--- src/rtl/btn_pkg.sv ---
// Shared types and board timing defaults for the push-button reader.
// Default timings assume the 50 MHz board clock.
package btn_pkg;

  localparam int unsigned CLK_HZ                = 50_000_000;
  localparam int unsigned DEF_DEBOUNCE_CYCLES   = CLK_HZ / 50;  // 20 ms
  localparam int unsigned DEF_LONG_PRESS_CYCLES = CLK_HZ;       // 1 s

  typedef enum logic [2:0] {
    ST_IDLE         = 3'd0,
    ST_PRESS_WAIT   = 3'd1,
    ST_PRESSED      = 3'd2,
    ST_LONG_HELD    = 3'd3,
    ST_RELEASE_WAIT = 3'd4
  } btn_state_e;

endpackage : btn_pkg

--- src/rtl/sync_2ff.sv ---
// Two-flop synchroniser for an asynchronous board input.
// The reset value is a parameter so each input can start in its inactive level.
module sync_2ff #(
  parameter logic RST_VAL = 1'b0
) (
  input  logic clk_i,
  input  logic rst_i,
  input  logic d_i,
  output logic q_o
);

  logic meta_q;
  logic sync_q;

  always_ff @(posedge clk_i) begin
    if (rst_i) begin
      meta_q <= RST_VAL;
      sync_q <= RST_VAL;
    end else begin
      meta_q <= d_i;
      sync_q <= meta_q;
    end
  end

  assign q_o = sync_q;

endmodule : sync_2ff

--- src/rtl/button_debounce_reader.sv ---
// Debounces a raw push-button pin and produces a clean level, press/release/long-press
// pulses and a press-toggled state, all from registered outputs.
module button_debounce_reader
  import btn_pkg::*;
#(
  parameter int unsigned DEBOUNCE_CYCLES   = DEF_DEBOUNCE_CYCLES,
  parameter int unsigned LONG_PRESS_CYCLES = DEF_LONG_PRESS_CYCLES,
  parameter bit          ACTIVE_LOW        = 1'b1
) (
  input  logic CLK,
  input  logic RST,
  input  logic BTN,
  output logic PRESSED,
  output logic PRESS_PULSE,
  output logic RELEASE_PULSE,
  output logic LONG_PULSE,
  output logic TOGGLE
);

  localparam int unsigned DEB_W  = $clog2(DEBOUNCE_CYCLES + 1);
  localparam int unsigned LONG_W = $clog2(LONG_PRESS_CYCLES + 1);

  localparam logic [DEB_W-1:0]  DEB_LAST  = DEB_W'(DEBOUNCE_CYCLES - 1);
  localparam logic [DEB_W-1:0]  DEB_MAX   = DEB_W'(DEBOUNCE_CYCLES);
  localparam logic [LONG_W-1:0] LONG_LAST = LONG_W'(LONG_PRESS_CYCLES - 1);
  localparam logic [LONG_W-1:0] LONG_MAX  = LONG_W'(LONG_PRESS_CYCLES);

  logic btn_norm_s;
  logic btn_s;

  btn_state_e        state_q, state_d;
  logic [DEB_W-1:0]  deb_cnt_q, deb_cnt_d, deb_inc_s;
  logic [LONG_W-1:0] long_cnt_q, long_cnt_d, long_inc_s;
  logic              long_flag_q, long_flag_d;
  logic              press_ev_q, press_ev_d;
  logic              rel_ev_q, rel_ev_d;
  logic              long_ev_q, long_ev_d;

  logic pressed_q, pressed_d;
  logic press_pulse_q, press_pulse_d;
  logic rel_pulse_q, rel_pulse_d;
  logic long_pulse_q, long_pulse_d;
  logic toggle_q, toggle_d;

  // Normalise polarity first so the synchroniser resets to "released" (0).
  assign btn_norm_s = BTN ^ ACTIVE_LOW;

  sync_2ff #(
    .RST_VAL(1'b0)
  ) u_sync (
    .clk_i(CLK),
    .rst_i(RST),
    .d_i  (btn_norm_s),
    .q_o  (btn_s)
  );

  assign deb_inc_s  = (deb_cnt_q == DEB_MAX)   ? deb_cnt_q  : deb_cnt_q + DEB_W'(1);
  assign long_inc_s = (long_cnt_q == LONG_MAX) ? long_cnt_q : long_cnt_q + LONG_W'(1);

  always_ff @(posedge CLK) begin
    if (RST) begin
      state_q     <= ST_IDLE;
      deb_cnt_q   <= '0;
      long_cnt_q  <= '0;
      long_flag_q <= 1'b0;
      press_ev_q  <= 1'b0;
      rel_ev_q    <= 1'b0;
      long_ev_q   <= 1'b0;
    end else begin
      state_q     <= state_d;
      deb_cnt_q   <= deb_cnt_d;
      long_cnt_q  <= long_cnt_d;
      long_flag_q <= long_flag_d;
      press_ev_q  <= press_ev_d;
      rel_ev_q    <= rel_ev_d;
      long_ev_q   <= long_ev_d;
    end
  end

  always_comb begin
    state_d     = state_q;
    deb_cnt_d   = deb_cnt_q;
    long_cnt_d  = long_cnt_q;
    long_flag_d = long_flag_q;
    press_ev_d  = 1'b0;
    rel_ev_d    = 1'b0;
    long_ev_d   = 1'b0;
    case (state_q)
      ST_IDLE: begin
        if (btn_s) begin
          state_d   = ST_PRESS_WAIT;
          deb_cnt_d = DEB_W'(1);
        end else begin
          deb_cnt_d = '0;
        end
      end
      ST_PRESS_WAIT: begin
        if (!btn_s) begin
          state_d   = ST_IDLE;
          deb_cnt_d = '0;
        end else if (deb_cnt_q == DEB_LAST) begin
          state_d    = ST_PRESSED;
          deb_cnt_d  = '0;
          press_ev_d = 1'b1;
        end else begin
          deb_cnt_d = deb_inc_s;
        end
      end
      ST_PRESSED: begin
        // Release wins over a long threshold reached in the same cycle.
        if (!btn_s) begin
          state_d   = ST_RELEASE_WAIT;
          deb_cnt_d = DEB_W'(1);
        end else if (long_cnt_q == LONG_LAST) begin
          state_d     = ST_LONG_HELD;
          long_flag_d = 1'b1;
          long_ev_d   = 1'b1;
        end else begin
          long_cnt_d = long_inc_s;
        end
      end
      ST_LONG_HELD: begin
        if (!btn_s) begin
          state_d   = ST_RELEASE_WAIT;
          deb_cnt_d = DEB_W'(1);
        end else begin
          state_d = ST_LONG_HELD;
        end
      end
      ST_RELEASE_WAIT: begin
        if (btn_s) begin
          state_d   = long_flag_q ? ST_LONG_HELD : ST_PRESSED;
          deb_cnt_d = '0;
        end else if (deb_cnt_q == DEB_LAST) begin
          state_d     = ST_IDLE;
          deb_cnt_d   = '0;
          long_cnt_d  = '0;
          long_flag_d = 1'b0;
          rel_ev_d    = 1'b1;
        end else begin
          deb_cnt_d = deb_inc_s;
        end
      end
      default: begin
        state_d     = ST_IDLE;
        deb_cnt_d   = '0;
        long_cnt_d  = '0;
        long_flag_d = 1'b0;
      end
    endcase
  end

  always_comb begin
    pressed_d     = (state_q == ST_PRESSED) || (state_q == ST_LONG_HELD) ||
                    (state_q == ST_RELEASE_WAIT);
    press_pulse_d = press_ev_q;
    rel_pulse_d   = rel_ev_q;
    long_pulse_d  = long_ev_q;
    toggle_d      = toggle_q ^ press_ev_q;
  end

  always_ff @(posedge CLK) begin
    if (RST) begin
      pressed_q     <= 1'b0;
      press_pulse_q <= 1'b0;
      rel_pulse_q   <= 1'b0;
      long_pulse_q  <= 1'b0;
      toggle_q      <= 1'b0;
    end else begin
      pressed_q     <= pressed_d;
      press_pulse_q <= press_pulse_d;
      rel_pulse_q   <= rel_pulse_d;
      long_pulse_q  <= long_pulse_d;
      toggle_q      <= toggle_d;
    end
  end

  assign PRESSED       = pressed_q;
  assign PRESS_PULSE   = press_pulse_q;
  assign RELEASE_PULSE = rel_pulse_q;
  assign LONG_PULSE    = long_pulse_q;
  assign TOGGLE        = toggle_q;

endmodule : button_debounce_reader

--- config.mk ---
export PLATFORM = sky130hd
export DESIGN_NAME = button_debounce_reader
export DESIGN_NICKNAME = d
export VERILOG_FILES = /design/src/rtl/btn_pkg.sv /design/src/rtl/sync_2ff.sv /design/src/rtl/button_debounce_reader.sv
export SDC_FILE = /design/constraint.sdc
export NUM_CORES = 1
export LEC_CHECK = 0
export ABC_CLOCK_PERIOD_IN_PS = 2800
export CORE_MARGIN = 2
export CORE_UTILIZATION = 55
export CTS_CLUSTER_SIZE = 28
export DETAILED_ROUTE_END_ITERATION = 8
export GPL_TIMING_DRIVEN = 0
export PLACE_DENSITY = 0.75
export SYNTH_ARGS = -nofsm -noshare
export SYNTH_HDL_FRONTEND = slang
export SYNTH_SLANG_ARGS = --single-unit
--- constraint.sdc ---
create_clock -name CLK -period 2.8 [get_ports CLK]
set_input_delay 0.56 -clock CLK [delete_from_list [all_inputs] [get_ports CLK]]
set_output_delay 0.56 -clock CLK [all_outputs]
set_load 0.02 [all_outputs]
# == Word level (Yosys, flattened, before mapping) ==
# Index checks and enable logic that the tools add are counted.
# op_classes
addsub,2
mux,30
n_eq_ne,19
n_reduce_logical,11
bitwise,7
# ops
cell,count
2-to-1 mux 26 bit,5
2-to-1 mux 20 bit,5
case mux 20 bit (4 select lines),1
case mux 26 bit (3 select lines),1
"== test 26 bit, second input constant",2
"== test 20 bit, second input constant",2
"adder 26 x 1 -> 26 bit, second input constant",1
2-to-1 mux 3 bit,8
"adder 20 x 1 -> 20 bit, second input constant",1
case mux 3 bit (5 select lines),1
"!= test 2 bit, second input constant",6
OR reduction 3 bit,4
2-to-1 mux 1 bit,8
"== test 3 x 2 -> 1 bit, second input constant",2
"!= test 3 bit, second input constant",2
inverter 1 bit,6
AND reduction 6 bit,1
AND reduction 5 bit,1
"!= test 2 x 1 -> 1 bit, second input constant",2
AND reduction 4 bit,1
"== test 3 x 1 -> 1 bit, second input constant",1
"== test 3 bit, second input constant",1
zero test 3 bit,1
"!= test 3 x 2 -> 1 bit, second input constant",1
4 further kinds,5
# word_totals
output_inout_bits,5
reg_bits,60
in_bits,3

# == Depth between registers and ports, before layout ==
# logic_depth
depth_word,5
mapped_depth,10
ltp_nobuf,8

# == Cells and area by module ==
# A second synthesis with hierarchy kept.
# unflattened
cells_unflattened,384
hier_area_um2,3150.5
# modules_own_cells
module,seq_area_each_um2,instances,area_each_um2,cells_each
button_debounce_reader,1161.1,1,3098.0,380
sync_2ff,40.0,1,52.6,4

# == Worst setup path after synthesis ==
# OpenSTA, ideal clock, no wires.
# synth_path
kind,reg2reg
from,reg deb_cnt_q[11]
to,reg long_cnt_q[22]
arrival_ns,2.561
n_path_buf,3
setup_ns,0.126
path_slack_ns,0.113
stages_incl_launch_ff,10
period_less_slack_ns,2.687
cell_sequence,dfxtp_1 > or4b_1 > or4_1 > buf_2 > o32a_1 > buf_6 > buf_6 > nor4_2 > xnor2_1 > nor2_2
# synth_via
elab_chain_len,3
# synth_lines
element,line_no,text
from (decl),button_debounce_reader.sv:32,"logic [DEB_W-1:0] deb_cnt_q, deb_cnt_d, deb_inc_s;"
from (signal assigned),button_debounce_reader.sv:71,deb_cnt_q <= deb_cnt_d;
== test 20 bit,button_debounce_reader.sv:134,end else if (deb_cnt_q == DEB_LAST) begin
!= test 2 bit (no line),--,
AND reduction 6 bit (no line),--,
to (signal assigned),button_debounce_reader.sv:72,long_cnt_q <= long_cnt_d;
to (decl),button_debounce_reader.sv:33,"logic [LONG_W-1:0] long_cnt_q, long_cnt_d, long_inc_s;"
# No other way between the ends.
# A chain may end at the register's enable or synchronous reset.

# == Worst setup path in the final report ==
# layout_path
from,reg deb_cnt_q[11]
to,reg long_cnt_q[25]
# Same word-level chain as after synthesis.

==> run summary <==
Outcome: complete, but fails checks
Violated checks: negative setup slack
Io pins: 8
Slew Limit Fails: 0
Final setup vio count: 1
DP Wirelength: 4710 µm
Cell count after synthesis: 384
Top-area cell type share of the netlist area: 38.3%
Sink Count: 60
Fill cells: 449
Worst skew pair latency: 0.34 ns
Routed wire per std cell: 15.2 µm
Comb power frac: 2.4%
CP max-delay cell: or4_4
Drc violations: 0
CP arrival: 3.07 ns
Worst Hold Launch: long_ev_q
Worst Hold Path EP: LONG_PULSE
Dominant cell type by area after synthesis: dfxtp_1
Die area: 6320 µm²
Root buffer cell: clkbuf_8
Leakage: 1.09 nW
Post-Route WL: 7260 µm
Multi-input gate area: 1930 µm²
Ys flop type: dfxtp_1
Initial antenna violation count: 0
Max Freq: 352 MHz
Post-synth net total: 391
Count leader, synth: dfxtp_1
Synth cell types: 51
Util after Layout: 66.9%
Post-synth top cells: dfxtp_1, nor2_1, nand2_1
Clock tree from TritonCTS: yes
Die Wd: 79.5 µm
Row Count: 27
Clock Skew: 0.0106 ns
Cell Chain, Critical Path: or4b_1 > or4_4 > o32a_1 > buf_6 > nor3_1 > nand3_1 > mux2_2
Setup ws final: -0.0396 ns
PwrDens: 463 nW/µm²
Crit. Startpoint: deb_cnt_q[11]
Worst setup EP type: flip-flop
Hold Vio Cnt, Final: 0
Asr flop ratio synth: 0%
Ratio of final minimum period to clock period: 101%
Area Overhead vs Synth: 17.5%
N_diodes: 0
Input/output buffers: 6
Reg-to-reg critical path startpoint: deb_cnt_q[11]
Sw Pwr: 0.358 mW
Vias: 2878
Initial DRT Pass Iterations: 5
Slew Limit Headroom: 49.6%
Worst Path Buf+Inv: 1
RR Endpoint: long_cnt_q[25]
Internal: 1.35 mW
First-pass GRT wire length: 11700 µm
Sequential area share after synthesis: 38.3%
Initial DRC Count: 205
H-tree depth: 3
Register bit total from synthesis: 60
Critical Path Max Stage Delay: 0.59 ns
RSZ-0062 raised after global routing: yes
Crit path kind: reg2reg
Clock buffer depth: 2
Critical Path Start Type: flip-flop
Vias per inst: 6.02
Final ANT Viol Nets: 0
Reg2reg path depth: 7
Worst Tran Pin Value: 0.754 ns
IR drop worst, VDD: 0.000315 V
WHS Path Cells: 1
Sw Share: 21.0%
Tmin final: 2.84 ns
Pin count of the biggest net entering global routing: 11
Global route total overflow: 0
Num CTS Buffers: 9
Avg Cell Area, Syn: 8.16 µm²
EDFF count, synth: 0
Largest delay share family, worst path: simple AND/OR/NAND/NOR gates
Core Footprint: 5510 µm²
CP required: 3.03 ns
Starting Density: 56.9%
Mapped Area: 3130 µm²
Tot Pwr: 1.71 mW
Area contributors post-synth: dfxtp_1, xnor2_1, nor2_1
Max cap viols: 0
Routability cong.: 0.890
Number of global-route vias before repair: 2639
Clk slew on worst S/H paths: 0.07 ns
Register area: 1210 µm²
Share of power burned in registers: 50.4%
Hold Path Class: reg2reg
Fin nets: 409
Clock share of power: 47.3%
Ys Warns: 0
Worst Path Max Fanout: 8
Die Span Y: 79.5 µm
Total Routing Usage GR: 23.7%
R2R setup slack: -0.04 ns
Layout cells sized above 1: 15.3%
[worst register-to-register path, stage by stage, from the launching register on]
cell	delay, ns
dfxtp_4	0.36
or4b_1	0.52
or4_4	0.59
o32a_1	0.41
buf_6	0.16
nor3_1	0.26
nand3_1	0.15
mux2_2	0.29
[metrics by stage]
stage                     setup slack, ns  cells  setup TNS (ns)  hold slack, ns  area, µm²
after global routing               -0.132    478          -0.207           0.457       3680
after detailed placement           -0.274    462           -3.46           0.431       3280
after floorplan                     0.113    384               0           0.414       3130
final                             -0.0396    478         -0.0396           0.439       3680
after CTS                         -0.0108    478         -0.0288           0.446       3590
after global placement             -0.231    462           -2.49           0.416       3280
[timing repair]
action                     in CTS  in global routing
setup endpoints to repair      25                 28
buffers inserted                1                  0
resized for setup              19                 27
hold buffers                    0                  0
pin swaps                      12                 12
cloned                          0                  1
[worst max path at each step]
stage,end,depth (start not counted)
6_report,long_cnt_q[25],7
5_1_grt,long_cnt_q[25],7
4_1_cts,long_cnt_q[4],9
3_5_place_dp,long_cnt_q[0],7
3_3_place_gp,long_cnt_q[0],7
2_1_floorplan,long_cnt_q[22],9
[layer usage]
metal  GRT usage, %  up-vias  share of wire [%]
met3           7.13       20                5.6
met4           10.2        0                2.1
met5              0        -                  0
li1               -     1406                  -
met1           28.1     1352                 44
met2           39.5      100                 49
[state kept, by name, summed over array words and instances, names as in the netlist]
signal	flops
LONG_PULSE	1
PRESSED	1
PRESS_PULSE	1
RELEASE_PULSE	1
TOGGLE	1
deb_cnt_q	20
long_cnt_q	26
long_ev_q	1
long_flag_q	1
press_ev_q	1
rel_ev_q	1
state_q	3
u_sync.meta_q	1
u_sync.q_o	1
[power groups by stage]
stage	Combinational [mW]	Clock, mW	Sequential [mW]
6_report	0.0408	0.806	0.859
5_1_grt	0.0445	0.862	0.859
4_1_cts	0.0394	0.818	0.860
3_5_place_dp	0.0379	0	0.879
3_3_place_gp	0.0376	0	0.879
2_1_floorplan	0.0274	0	0.878
[cell usage in the layout, fill, tap and decap left out, types with 4 or more instances in the layout]
master and count:
nand4_1 14, nor2_1 47, or2_2 4, or4_1 4, clkbuf_1 15, xor2_1 5, nor4_4 7, or3_1 4
nor3_1 7, nor4_1 12, clkbuf_8 12, xnor2_1 24, inv_1 12, and3_1 7, clkdlybuf4s50_1 6, ha_1 4
o21ai_0 11, nand2_1 31, a311oi_1 4, a21oi_1 19, nor3_2 5, nand3_1 20, nor2_2 6, dfxtp_1 57
nor2b_1 6
[cells by family (layout without fill, tap and decap cells)]
group	Yosys count	count (layout)	share of synthesized area (%)
adder cells (fa/ha/maj)	4	4	1.60
multiplexers	2	2	0.719
AND/OR/NAND/NOR	199	199	35.2
XOR/XNOR	29	29	8.11
buffers and inverters	35	57	4.79
AO/OA/AOI/OAI	55	55	11.3
flip-flops	60	60	38.3
[area by class of cell]
type | count | share of cell area [%]
Clock inverter | 1 | 0.815
Buffer | 22 | 3.40
Inverter | 12 | 1.22
Timing Repair Buffer | 8 | 2.14
Tap cell | 72 | 2.45
Multi-Input combinational cell | 289 | 52.5
Sequential cell | 60 | 32.8
Clock buffer | 14 | 4.69
Note: power is estimated with default switching activity, not from simulation.
